===== src/rtl/snake_grid_renderer.sv =====
// Snake grid renderer: 640x480@60 VGA timing, grid RAM addressing, cell-code to RGB444 colour mapping (optional grid lines: SNAKE_GRID_LINES_EN).
// Latency: pixel outputs for counter position (h,v) appear 2 rclk later; frame_tick appears 1 rclk after (0,V_ACTIVE).
// Backpressure: none; free-running in the pixel clock domain, and the RAM must return data one rclk after raddr is registered.
module snake_grid_renderer #(
    parameter int          H_ACTIVE   = 640,
    parameter int          H_FP       = 16,
    parameter int          H_SYNC     = 96,
    parameter int          H_BP       = 48,
    parameter int          V_ACTIVE   = 480,
    parameter int          V_FP       = 10,
    parameter int          V_SYNC     = 2,
    parameter int          V_BP       = 33,
    parameter int          CELL_SHIFT = 5,
    parameter int          GRID_X0    = 192,
    parameter int          GRID_Y0    = 112,
    parameter logic [11:0] BG_COLOR   = 12'h111
) (
    input  logic        rclk,
    input  logic        rst_n,
    output logic [5:0]  raddr,
    input  logic [1:0]  rdata,
    output logic        hsync,
    output logic        vsync,
    output logic        de,
    output logic [11:0] rgb,
    output logic        frame_tick
);

    localparam int H_TOTAL = H_ACTIVE + H_FP + H_SYNC + H_BP;
    localparam int V_TOTAL = V_ACTIVE + V_FP + V_SYNC + V_BP;
    localparam int HW      = $clog2(H_TOTAL);
    localparam int VW      = $clog2(V_TOTAL);
    localparam int GRID_PX = 8 << CELL_SHIFT;

    localparam logic [HW-1:0] H_LAST = HW'(H_TOTAL - 1);
    localparam logic [HW-1:0] H_ACT  = HW'(H_ACTIVE);
    localparam logic [HW-1:0] HS_BEG = HW'(H_ACTIVE + H_FP);
    localparam logic [HW-1:0] HS_END = HW'(H_ACTIVE + H_FP + H_SYNC - 1);
    localparam logic [HW-1:0] GX0    = HW'(GRID_X0);
    localparam logic [HW-1:0] GX1    = HW'(GRID_X0 + GRID_PX - 1);

    localparam logic [VW-1:0] V_LAST = VW'(V_TOTAL - 1);
    localparam logic [VW-1:0] V_ACT  = VW'(V_ACTIVE);
    localparam logic [VW-1:0] VS_BEG = VW'(V_ACTIVE + V_FP);
    localparam logic [VW-1:0] VS_END = VW'(V_ACTIVE + V_FP + V_SYNC - 1);
    localparam logic [VW-1:0] GY0    = VW'(GRID_Y0);
    localparam logic [VW-1:0] GY1    = VW'(GRID_Y0 + GRID_PX - 1);

    logic [HW-1:0] h_cnt;
    logic [VW-1:0] v_cnt;

    // stage 0: decode of the current counter position
    logic       act;
    logic       in_grid;
    logic       hs;
    logic       vs;
    logic [2:0] col;
    logic [2:0] row;
    logic [5:0] addr_nxt;

    // stage 1: travels alongside the RAM read
    logic act_s1;
    logic grid_s1;
    logic hs_s1;
    logic vs_s1;

    logic [11:0] color;

    always_comb begin
        act      = (h_cnt < H_ACT) && (v_cnt < V_ACT);
        in_grid  = act && (h_cnt >= GX0) && (h_cnt <= GX1) && (v_cnt >= GY0) && (v_cnt <= GY1);
        hs       = !((h_cnt >= HS_BEG) && (h_cnt <= HS_END));
        vs       = !((v_cnt >= VS_BEG) && (v_cnt <= VS_END));
        col      = 3'((h_cnt - GX0) >> CELL_SHIFT);
        row      = 3'((v_cnt - GY0) >> CELL_SHIFT);
        addr_nxt = in_grid ? {row, col} : 6'd0;
    end

    always_ff @(posedge rclk or negedge rst_n) begin
        if (!rst_n) begin
            h_cnt <= '0;
            v_cnt <= '0;
        end else if (h_cnt == H_LAST) begin
            h_cnt <= '0;
            v_cnt <= (v_cnt == V_LAST) ? '0 : v_cnt + VW'(1);
        end else begin
            h_cnt <= h_cnt + HW'(1);
        end
    end

    // sync flags reset to their idle (high) level so no false pulse follows release
    always_ff @(posedge rclk or negedge rst_n) begin
        if (!rst_n) begin
            raddr      <= 6'd0;
            act_s1     <= 1'b0;
            grid_s1    <= 1'b0;
            hs_s1      <= 1'b1;
            vs_s1      <= 1'b1;
            frame_tick <= 1'b0;
        end else begin
            raddr      <= addr_nxt;
            act_s1     <= act;
            grid_s1    <= in_grid;
            hs_s1      <= hs;
            vs_s1      <= vs;
            frame_tick <= (h_cnt == '0) && (v_cnt == V_ACT);
        end
    end

`ifdef SNAKE_GRID_LINES_EN
    logic line_nxt;
    logic line_s1;

    always_comb begin
        line_nxt = in_grid &&
                   ((CELL_SHIFT'(h_cnt - GX0) == '0) || (CELL_SHIFT'(v_cnt - GY0) == '0));
    end

    always_ff @(posedge rclk or negedge rst_n) begin
        if (!rst_n) begin
            line_s1 <= 1'b0;
        end else begin
            line_s1 <= line_nxt;
        end
    end
`endif

    always_comb begin
        color = 12'h000;
        if (!act_s1) begin
            color = 12'h000;
        end else if (!grid_s1) begin
            color = BG_COLOR;
        end else begin
            case (rdata)
                2'b00:   color = 12'h000;
                2'b01:   color = 12'h0F0;
                2'b10:   color = 12'hF00;
                default: color = 12'hFF0;
            endcase
`ifdef SNAKE_GRID_LINES_EN
            if (line_s1) begin
                color = 12'h444;
            end
`endif
        end
    end

    always_ff @(posedge rclk or negedge rst_n) begin
        if (!rst_n) begin
            hsync <= 1'b1;
            vsync <= 1'b1;
            de    <= 1'b0;
            rgb   <= 12'h000;
        end else begin
            hsync <= hs_s1;
            vsync <= vs_s1;
            de    <= act_s1;
            rgb   <= color;
        end
    end

endmodule

===== config.mk =====
export PLATFORM = sky130hd
export DESIGN_NAME = snake_grid_renderer
export DESIGN_NICKNAME = d
export VERILOG_FILES = /design/src/rtl/snake_grid_renderer.sv
export SDC_FILE = /design/constraint.sdc
export NUM_CORES = 1
export LEC_CHECK = 0
export CORE_MARGIN = 10
export CORE_UTILIZATION = 30
export CTS_BUF_LIST = sky130_fd_sc_hd__clkbuf_2
export DETAILED_ROUTE_END_ITERATION = 7
export PLACE_DENSITY_LB_ADDON = 0.1
export SYNTH_ARGS = -nofsm -noshare
export SYNTH_HDL_FRONTEND = slang
export SYNTH_SLANG_ARGS = --single-unit

===== constraint.sdc =====
create_clock -name rclk -period 2.3 [get_ports rclk]
set_input_delay 0.23 -clock rclk [delete_from_list [all_inputs] [get_ports rclk]]
set_output_delay 0.23 -clock rclk [all_outputs]
set_load 0.1 [all_outputs]

# Yosys cells after proc, flatten, opt, wreduce, memory -nomap -nowiden
# Index checks and enable logic that the tools add are counted.
[word_totals]
reg_bits = 46
output_inout_bits = 22
word_cells = 49
[classes]
addsub = 4
order_cmp = 10
eq_ne = 5
mux = 6
n_reduce_logical = 12
[op_table]
columns = ["operator", "count"]
rows = [
  ["12-bit one-hot mux with 3 select lines", 1],
  ["10-bit by 9-bit less-or-equal comparator with 1-bit output, second input constant", 3],
  ["12-bit 2-to-1 mux", 2],
  ["10-bit by 1-bit adder with 10-bit output, second input constant", 2],
  ["10-bit == test, second input constant", 2],
  ["10-bit 2-to-1 mux", 2],
  ["10-bit by 9-bit == test with 1-bit output, second input constant", 1],
  ["10-bit >= comparator, second input constant", 1],
  ["10-bit by 7-bit >= comparator with 1-bit output, second input constant", 1],
  ["10-bit by 8-bit >= comparator with 1-bit output, second input constant", 1],
  ["10-bit by 9-bit >= comparator with 1-bit output, second input constant", 1],
  ["10-bit less-or-equal comparator, second input constant", 1],
  ["10-bit logical NOT", 1],
  ["10-bit < comparator, second input constant", 1],
  ["10-bit by 9-bit < comparator with 1-bit output, second input constant", 1],
  ["1-bit logical AND", 8],
  ["8-bit by 7-bit subtractor with 8-bit output, second input constant", 1],
  ["8-bit subtractor, second input constant", 1],
  ["6-bit 2-to-1 mux", 1],
  ["2-bit by 1-bit == test with 1-bit output, second input constant", 1],
  ["2-bit == test, second input constant", 1],
  ["1-bit logical NOT", 2],
  ["2-bit logical NOT", 1],
]

# Logic depth before layout (Yosys ltp)
# Gate-level depths: netlist of run 1.
[logic_depth]
depth_word = 7
ltp_mapped = 7
mapped_depth_nobuf = 7

# Worst setup path after synthesis of run 1
# Ideal clock, no wire load.
[synth_path]
kind = "register to register"
start = "reg h_cnt[6]"
end = "reg v_cnt[5]"
setup_ns = 0.087
arrival_time_ns = 1.727
setup_slack_ns = 0.486
stages_incl_launch_ff = 8
synth_period_minus_slack_ns = 1.814
path_cell_list = "dfrtp_1 -> inv_1 -> ha_1 -> nand4_1 -> or3_1 -> buf_6 -> or3_1 -> a22oi_1"
[synth_via]
elab_chain_len = 1
[synth_lines]
columns = ["item", "line", "rtl"]
rows = [
  ["from (decl)", "49", "logic [HW-1:0] h_cnt;"],
  ["from (signal assigned)", "87", "h_cnt <= h_cnt + HW'(1);"],
  ["10-bit == test", "83", "end else if (h_cnt == H_LAST) begin"],
  ["to (signal assigned)", "85", "v_cnt <= (v_cnt == V_LAST) ? '0 : v_cnt + VW'(1);"],
  ["to (decl)", "50", "logic [VW-1:0] v_cnt;"],
]
# Every way passes these cells.
# A chain may end at the register's enable or synchronous reset.

# Worst setup path in the final report of run 1
# Same ends and word-level chain as after synthesis.

==> flow_metrics.tcl, run 1 <==
set metrics [dict create \
    run_status "completed" \
    netlist_instances 192 \
    finalWirelength_mm 4.41 \
    starting_utilization_of_the_core_area 0.308 \
    arrival_ps 2410 \
    final_layout_size_suffix_gt1_frac 0.191 \
    max_freq_mhz 489 \
    layout.area.seq_um2 981 \
    synth_warnings 0 \
    rr_startpoint "h_cnt[6]" \
    finish.cell_count_without_fillers 292 \
    unrepaired_setup_endpoints_after_global_routing "false" \
    area.growth.synth_to_final_pct 15.0 \
    first_global_vias 1470 \
    met2RoutedLength_mm 2.20 \
    p_per_area_nw_per_um2 516 \
    antenna_left 0 \
    port_buffers 22 \
    synth.lib_cells_used.distinct 40 \
    rr_worst_depth 6 \
    postCtsSetupRepairBufs 0 \
    detailed_place_hpwl_mm 3.18 \
    clk_latency_ps 420 \
    edff_count_synth 0 \
    wl_met3_um 319 \
    power.combinational.fraction 0.035 \
    p_leak_uw 0.00102 \
    holdCritStartpoint "vs_s1" \
    die_y_um 101 \
    critPathMostFrequentCell "sky130_fd_sc_hd__or3_1" \
    power.share.sequential 0.592 \
    dieWidth_um 101 \
    grt_overflow 0 \
    antenna_found_initial 0 \
    power.switching_uw 284 \
    n_antenna_cell 0 \
    cp.required_ps 2660 \
    clockPowerShare 0.372 \
    grt_first_pass_wirelength_mm 7.34 \
    intPower_uw 876 \
    coreArea_um2 6350 \
    r2r_end "v_cnt[5]" \
    timing.clock.skew_ps 23.4 \
    timing.max_cap.violations 0 \
    vdd_drop_max_mv 0.227 \
    power.share.switching 0.245 \
    cts_root_buffer "sky130_fd_sc_hd__clkbuf_2" \
    yosys_register_bits 39 \
    layout_min_cycle_time_ps 2050 \
    detailedRoute.firstIterationViolations 75 \
    synth_async_sr_flop_share 1.00 \
    drt-wirelength-per-cell_um 15.1 \
    critical_path_peak_fanout 10 \
    synthesis.area_per_instance_um2 10.2 \
    cts.path.max_buffers 2 \
    filler_cell_count 655 \
    critical-path-max-stage-delay_ps 510 \
    clk_pin_slew_worst_paths_ps 220 \
    timing.critical_path.cells "inv_1 > ha_1 > nand4_1 > or3_1 > or3_1 > a22oi_1" \
    synth_area_leaders "sky130_fd_sc_hd__dfrtp_1, sky130_fd_sc_hd__ha_1, sky130_fd_sc_hd__dfstp_2" \
    drv_slew 0 \
    worst-slew-pin-transition_ps 881 \
    syn_area_um2 1960 \
    report.final.hold_viol_count 0 \
    core.rowCount 29 \
    routed_via_density 4.97 \
    top_level_ports 26 \
    worstHoldEndpoint "vsync" \
    multiInputGateArea_um2 851 \
    final.setup.tns_ps 0 \
    synth_ff_type "sky130_fd_sc_hd__dfrtp_1" \
    final-setup-viol-count 0 \
    setup.worst_path.class "reg -> reg" \
    setup.worst_path.end_class "flip-flop" \
    met1_length_mm 1.83 \
    place.gp.congestion 0.806 \
    cts_inserted_buffers 5 \
    slew_headroom 0.413 \
    topRoutingLayerUsed "met4" \
    synth_seq_area_share 0.501 \
    cpMaxStageDelayCell "sky130_fd_sc_hd__or3_1" \
    cts_htree_levels 2 \
    cts_sinks 39 \
    r2r_slack_ps 250 \
    cell_depth_of_the_worst_hold_path 0 \
    kind_of_path_behind_the_tightest_hold_check "reg -> reg" \
    detailroute.via_count 1451 \
    synthDominantAreaCellType "sky130_fd_sc_hd__dfrtp_1" \
    min_period_over_period 0.890 \
    die-area_um2 10200 \
    synth_top_area_share 0.448 \
    placedCellCount 283 \
    cts_tree "done" \
    worst_setup_path_start_kind "flip-flop" \
    drt_first_pass_iters 4 \
    drc 0 \
    grt_max_degree 40 \
    global_route.usage.total 0.0907 \
    nets 228 \
]
cell type report:
type                    count  share of cell area
clock buffers               5              0.0111
clock inverters             3              0.0195
inverters                  12              0.0200
multi-input cells         129               0.378
flip-flops and latches     39               0.436
well taps                  77              0.0428
repair buffers             27              0.0923
repair_timing:
action | 4_1_cts | 5_1_grt
endpoints found under the hold margin | 35 | 0
resized for setup | 0 | 0
hold buffers | 1 | 0
cell families after synthesis:
group | count (synthesis) | synth area share
buffers and inverters | 26 | 0.0678
AO/OA/AOI/OAI | 34 | 0.105
flip-flops | 39 | 0.501
multiplexers | 3 | 0.0153
AND/OR/NAND/NOR | 71 | 0.209
other | 1 | 0.00192
adder cells (fa/ha/maj) | 10 | 0.0639
XOR/XNOR | 8 | 0.0358
critical path: cells and delay by family (launching register included):
family	cells	cell delay [ps]
DFF	1	470
buffers and inverters	1	120
adders and majority gates	1	190
and+or+nand+nor	3	1060
AOI/OAI and AO/OA	1	150
cells in the mapped netlist, types with 6 or more instances:
library cell / n
sky130_fd_sc_hd__a21oi_1: 6
sky130_fd_sc_hd__ha_1: 10
sky130_fd_sc_hd__o21ai_0: 15
sky130_fd_sc_hd__nand4_1: 6
sky130_fd_sc_hd__and2_1: 6
sky130_fd_sc_hd__inv_1: 12
sky130_fd_sc_hd__nor2_1: 13
sky130_fd_sc_hd__buf_4: 7
sky130_fd_sc_hd__dfrtp_1: 35
sky130_fd_sc_hd__nand2_1: 12
sky130_fd_sc_hd__nand3_1: 10
state kept, by name, indices dropped and copies added (netlist names), 5 cells and up:
name / flops
v_cnt: 10
rgb: 5
raddr: 6
h_cnt: 10
layout by cell type (no fill, tap or decap), drive strengths merged, types with 3 or more instances in the layout:
master,instances
dfrtp,35
buf,24
o21ai,15
nor2,13
inv,12
nand2,12
nand3,11
ha,10
nand4,6
and2,6
a21oi,6
xnor2,5
clkbuf,5
nor3,5
and3,4
dfstp,4
a21boi,3
or3,3
xor2,3
mux2i,3
conb,3
worst max path at each step:
stage / from / to / slack (ps) / depth (start not counted)
3_3_place_gp: h_cnt[6] / v_cnt[5] / 340 / 6
5_1_grt: h_cnt[6] / v_cnt[5] / 80 / 6
6_report: h_cnt[6] / v_cnt[5] / 250 / 6
2_1_floorplan: h_cnt[6] / v_cnt[5] / 490 / 7
4_1_cts: h_cnt[6] / v_cnt[5] / 220 / 6
3_5_place_dp: h_cnt[6] / v_cnt[5] / 270 / 6
routing by layer:
layer  vias up  GRT usage
li1        699          -
met1       702      0.104
met2        44      0.147
met3         6     0.0364
met4         0     0.0370
met5         -          0
power groups by stage:
| stage | Combinational (µW) | Clock, µW | Sequential, µW |
|---|---|---|---|
| floorplan | 25.7 | 0 | 699 |
| global placement | 40.0 | 0 | 699 |
| detailed placement | 41.0 | 0 | 699 |
| CTS | 42.3 | 452 | 688 |
| global route | 44.8 | 477 | 688 |
| finish | 40.9 | 432 | 687 |
stage by stage:
step           hold slack [ps]  cell area (µm²)  utilization  total power (µW)  setup WS [ps]
6_report                   370             2250        0.354              1160            254
2_1_floorplan            -65.6             1960            -               725            486
5_1_grt                    375             2250        0.354              1210           84.7
4_1_cts                    365             2250        0.354              1180            216
3_5_place_dp               347             2170        0.342               740            270
3_3_place_gp               346             2170        0.342               739            340
Power figures use the tool's default switching activity.
==> inputs of run 2 (changes only) <==
--- a/config.mk
+++ b/config.mk
@@ -5,11 +5,9 @@
 export SDC_FILE = /design/constraint.sdc
 export NUM_CORES = 1
 export LEC_CHECK = 0
-export CORE_MARGIN = 10
 export CORE_UTILIZATION = 30
 export CTS_BUF_LIST = sky130_fd_sc_hd__clkbuf_2
 export DETAILED_ROUTE_END_ITERATION = 7
-export PLACE_DENSITY_LB_ADDON = 0.1
 export SYNTH_ARGS = -nofsm -noshare
 export SYNTH_HDL_FRONTEND = slang
 export SYNTH_SLANG_ARGS = --single-unit
==> flow_metrics.tcl, run 2 (synthesis results as in run 1) <==
set metrics [dict create \
    run_status "completed" \
    r2r_end "v_cnt[5]" \
    area.growth.synth_to_final_pct 12.9 \
    critPathTopFamily "simple AND/OR/NAND/NOR gates" \
    setup.worst_path.class "reg -> reg" \
    report.final.hold_viol_count 0 \
    cell_depth_of_the_worst_hold_path 0 \
    timing.clock.skew_ps 14.0 \
    clk_pin_slew_worst_paths_ps 200 \
    antenna_found_initial 0 \
    core.rowCount 29 \
    p_per_area_nw_per_um2 472 \
    critical-path-max-stage-delay_ps 500 \
    cts_inserted_buffers 5 \
    dieWidth_um 82.8 \
    drt-wirelength-per-cell_um 13.2 \
    unrepaired_setup_endpoints_after_global_routing "false" \
    final-setup-viol-count 0 \
    cts_root_buffer "sky130_fd_sc_hd__clkbuf_2" \
    detailed_place_hpwl_mm 2.69 \
    arrival_ps 2410 \
    worst_setup_path_start_kind "flip-flop" \
    finalWirelength_mm 3.83 \
    grt_overflow 0 \
    worstPathBufferInverterCount 1 \
    p_leak_uw 0.000996 \
    timing.max_cap.violations 0 \
    clk_latency_ps 400 \
    nets 226 \
    postCtsSetupRepairBufs 0 \
    grt_max_degree 40 \
    finalCoreUtilization 0.350 \
    drv_slew 0 \
    cts_resized 0 \
    kind_of_path_behind_the_tightest_hold_check "reg -> reg" \
    holdCritStartpoint "vs_s1" \
    cpMaxStageDelayCell "sky130_fd_sc_hd__or3_1" \
    starting_utilization_of_the_core_area 0.310 \
    die_y_um 82.8 \
    port_buffers 22 \
    min_period_over_period 0.905 \
    r2r_slack_ps 220 \
    detailedRoute.firstIterationViolations 86 \
    routed_via_density 4.90 \
    setup_slack_ps 218 \
    layout.cells.most_common "sky130_fd_sc_hd__dfrtp_1" \
    n_antenna_cell 0 \
    global_route.usage.total 0.128 \
    critPathMostFrequentCell "sky130_fd_sc_hd__or3_1" \
    final_layout_size_suffix_gt1_frac 0.183 \
    detailroute.via_count 1421 \
    worst-slew-pin-transition_ps 862 \
    cts_tree "done" \
    cts_hold_buf 1 \
    slew_headroom 0.425 \
    grt_first_pass_wirelength_mm 6.40 \
    commonest_non_fill_non_tap_cells_in_the_layout "sky130_fd_sc_hd__dfrtp_1, sky130_fd_sc_hd__buf_4, sky130_fd_sc_hd__o21ai_0, sky130_fd_sc_hd__nor2_1" \
    layout_min_cycle_time_ps 2080 \
    rr_worst_depth 6 \
    die-area_um2 6850 \
    rr_startpoint "h_cnt[6]" \
    setup.worst_path.end_class "flip-flop" \
    cts_htree_levels 2 \
    coreArea_um2 6310 \
    worstHoldEndpoint "vsync" \
    layout_top_registers "h_cnt (10), v_cnt (10), raddr (6)" \
    antenna_left 0 \
    max_freq_mhz 480 \
    timing.critical_path.cells "inv_1 > ha_1 > nand4_1 > or3_1 > or3_1 > a22oi_1" \
    final.setup.tns_ps 0 \
    first_global_vias 1289 \
    drc 0 \
    filler_cell_count 667 \
    top_level_ports 26 \
    vdd_drop_max_mv 0.193 \
    place.gp.congestion 0.859 \
    cts_sinks 39 \
    drt_first_pass_iters 4 \
    cp.required_ps 2630 \
    critical_path_peak_fanout 10 \
    dp_worst_setup_slack_ps 285 \
    cts.path.max_buffers 2 \
]
## run 2: cell types whose count changed in the layout (fill, tap and decap cells not counted), sizes merged
| cell | change |
|---|---|
| clkinvlp | +1 |
| bufinv | -1 |
| clkinv | -1 |
| clkbuf | +1 |
| buf | -2 |
## run 2: how the worst max path moves through the flow
stage | start | to | slack, ps | cells past startpoint
final | h_cnt[6] | v_cnt[5] | 220 | 6
after global routing | h_cnt[6] | v_cnt[5] | 60 | 6
after CTS | h_cnt[6] | v_cnt[5] | 230 | 6
after detailed placement | h_cnt[6] | v_cnt[5] | 290 | 6
after global placement | h_cnt[6] | v_cnt[5] | 380 | 6
after floorplan | h_cnt[6] | v_cnt[5] | 490 | 7
## run 2: stage by stage
step | instances | power, µW | hold slack, ps | instance area [µm²]
global placement | 281 | 739 | 346 | 2160
CTS | 290 | 1050 | 365 | 2210
global route | 290 | 1090 | 375 | 2210
detailed placement | 281 | 739 | 347 | 2160
floorplan | 194 | 725 | -65.6 | 1960
finish | 290 | 1040 | 370 | 2210
## run 2: layout make-up
type | count | area, µm² | share of cell area
clock buffers | 6 | 30.0 | 0.0136
clock inverters | 2 | 12.5 | 0.00567
inverters | 12 | 45.0 | 0.0204
multi-input cells | 129 | 851 | 0.385
flip-flops and latches | 39 | 981 | 0.444
well taps | 77 | 96.3 | 0.0436
repair buffers | 25 | 193 | 0.0873
## run 2: metal layers
| metal | global-route usage | share of wire | wire, µm | vias to the layer above |
|---|---|---|---|---|
| met4 | 0.0569 | 0.018 | 70 | 0 |
| li1 | - | - | - | 696 |
| met1 | 0.176 | 0.48 | 1840 | 670 |
| met5 | 0 | 0 | 0 | - |
| met3 | 0.0330 | 0.055 | 211 | 10 |
| met2 | 0.189 | 0.44 | 1700 | 45 |
## run 2: where the power goes
group / switching [µW] / internal, µW / total [µW]
Combinational: 35.3 / 4.91 / 40.2
Clock: 237 / 77.5 / 314
Sequential: 0 / 687 / 687
==> inputs of run 3 (changes only) <==
--- a/config.mk
+++ b/config.mk
@@ -5,7 +5,8 @@
 export SDC_FILE = /design/constraint.sdc
 export NUM_CORES = 1
 export LEC_CHECK = 0
-export CORE_UTILIZATION = 30
+export ABC_CLOCK_PERIOD_IN_PS = 2300
+export CORE_UTILIZATION = 38
 export CTS_BUF_LIST = sky130_fd_sc_hd__clkbuf_2
 export DETAILED_ROUTE_END_ITERATION = 7
 export SYNTH_ARGS = -nofsm -noshare
==> flow_metrics.tcl, run 3 (synthesis results as in run 1) <==
set metrics [dict create \
    run_status "completed" \
    grt_max_degree 40 \
    port_buffers 22 \
    holdCritStartpoint "vs_s1" \
    r2r_slack_ps 230 \
    coreArea_um2 4850 \
    final.setup.tns_ps 0 \
    finalCoreUtilization 0.457 \
    report.final.hold_viol_count 0 \
    detailedRoute.firstIterationViolations 96 \
    timing.clock.skew_ps 7.06 \
    first_global_vias 1421 \
    starting_utilization_of_the_core_area 0.404 \
    cts_htree_levels 2 \
    worstHoldEndpoint "vsync" \
    layout_top_registers "h_cnt (10), v_cnt (10), raddr (6)" \
    worst_setup_path_start_kind "flip-flop" \
    setup.worst_path.class "reg -> reg" \
    clk_latency_ps 400 \
    antenna_left 0 \
    drt-wirelength-per-cell_um 13.4 \
    cts_tree "done" \
    r2r_end "v_cnt[5]" \
    n_antenna_cell 0 \
    rr_worst_depth 6 \
    cts_root_buffer "sky130_fd_sc_hd__clkbuf_2" \
    final_layout_size_suffix_gt1_frac 0.179 \
    area.growth.synth_to_final_pct 13.2 \
    worst-slew-pin-transition_ps 843 \
    cts.path.max_buffers 2 \
    arrival_ps 2400 \
    critical_path_peak_fanout 10 \
    max_freq_mhz 482 \
    p_leak_uw 0.00100 \
    commonest_non_fill_non_tap_cells_in_the_layout "sky130_fd_sc_hd__dfrtp_1, sky130_fd_sc_hd__buf_4, sky130_fd_sc_hd__o21ai_0, sky130_fd_sc_hd__nor2_1" \
    timing.max_cap.violations 0 \
    grt_overflow 0 \
    final-setup-viol-count 0 \
    dieWidth_um 73.8 \
    finalWirelength_mm 3.75 \
    slew_headroom 0.438 \
    kind_of_path_behind_the_tightest_hold_check "reg -> reg" \
    clk_pin_slew_worst_paths_ps 200 \
    top_level_ports 26 \
    cell_depth_of_the_worst_hold_path 0 \
    unrepaired_setup_endpoints_after_global_routing "false" \
    grt_first_pass_wirelength_mm 6.51 \
    layout.cells.most_common "sky130_fd_sc_hd__dfrtp_1" \
    nets 225 \
    die-area_um2 5440 \
    routed_via_density 5.08 \
    rr_startpoint "h_cnt[6]" \
    worstSetupStartpoint "h_cnt[6]" \
    p_per_area_nw_per_um2 516 \
    die_y_um 73.8 \
    cp.required_ps 2630 \
    cts_inserted_buffers 5 \
    antenna_found_initial 0 \
    final.hold.worst_slack_ps 372 \
    vdd_drop_max_mv 0.288 \
    detailed_place_hpwl_mm 2.67 \
    drv_slew 0 \
    detailroute.via_count 1418 \
    drt_first_pass_iters 4 \
    min_period_over_period 0.902 \
    global_route.usage.total 0.161 \
    cts_sinks 39 \
    drc 0 \
    place.gp.congestion 0.831 \
    layout_min_cycle_time_ps 2070 \
    setup.worst_path.end_class "flip-flop" \
    postCtsSetupRepairBufs 0 \
    core.rowCount 25 \
]
run 3: cell types whose count changed in the layout (fill, tap and decap cells not counted):
cell and delta:
sky130_fd_sc_hd__buf_4 -1, sky130_fd_sc_hd__bufinv_16 +1, sky130_fd_sc_hd__clkbuf_2 -1, sky130_fd_sc_hd__clkinv_4 +1
sky130_fd_sc_hd__clkinvlp_4 -1
run 3: worst max-delay path, stage by stage, from the launching register on:
cell and delay (ps):
sky130_fd_sc_hd__dfrtp_1 470, sky130_fd_sc_hd__inv_1 120, sky130_fd_sc_hd__ha_1 180, sky130_fd_sc_hd__nand4_1 150, sky130_fd_sc_hd__or3_1 510, sky130_fd_sc_hd__or3_1 400, sky130_fd_sc_hd__a22oi_1 160
run 3: worst max-delay path by stage:
stage | end | slack [ps] | cells after the start
floorplan | v_cnt[5] | 490 | 7
global placement | v_cnt[5] | 370 | 6
detailed placement | v_cnt[5] | 320 | 6
CTS | v_cnt[5] | 270 | 6
global route | v_cnt[5] | 110 | 6
finish | v_cnt[5] | 230 | 6
run 3: repair_timing:
action | CTS | global route
hold endpoints to repair | 35 | 0
hold buffers | 1 | 0
gates resized for setup | 0 | 0
run 3: area by class of cell:
class | instances | area, µm²
flip-flops and latches | 39 | 981
repair buffers | 24 | 185
inverters | 12 | 45.0
clock buffers | 5 | 25.0
clock inverters | 3 | 43.8
multi-input cells | 129 | 851
well taps | 67 | 83.8
fillers | 470 | 2630
run 3: layer usage:
layer | up-vias | part of all wire | track usage
met3 | 9 | 0.052 | 0.0425
met5 | - | 0 | 0
met4 | 0 | 0.017 | 0.0684
met2 | 45 | 0.45 | 0.257
met1 | 667 | 0.48 | 0.205
li1 | 697 | - | -
run 3: metrics by stage:
step / power [µW] / area, µm² / cells / setup WS, ps
after floorplan: 725 / 1960 / 194 / 486
after global placement: 739 / 2140 / 270 / 365
after detailed placement: 739 / 2140 / 270 / 319
after CTS: 1160 / 2210 / 279 / 272
after global routing: 1200 / 2210 / 279 / 111
final: 1140 / 2210 / 279 / 225
run 3: where the power goes:
part / switching (µW) / total (µW) / internal [µW]
Clock: 233 / 417 / 184
Sequential: 0 / 687 / 687
Combinational: 34.8 / 39.7 / 4.89
Total: 268 / 1140 / 876
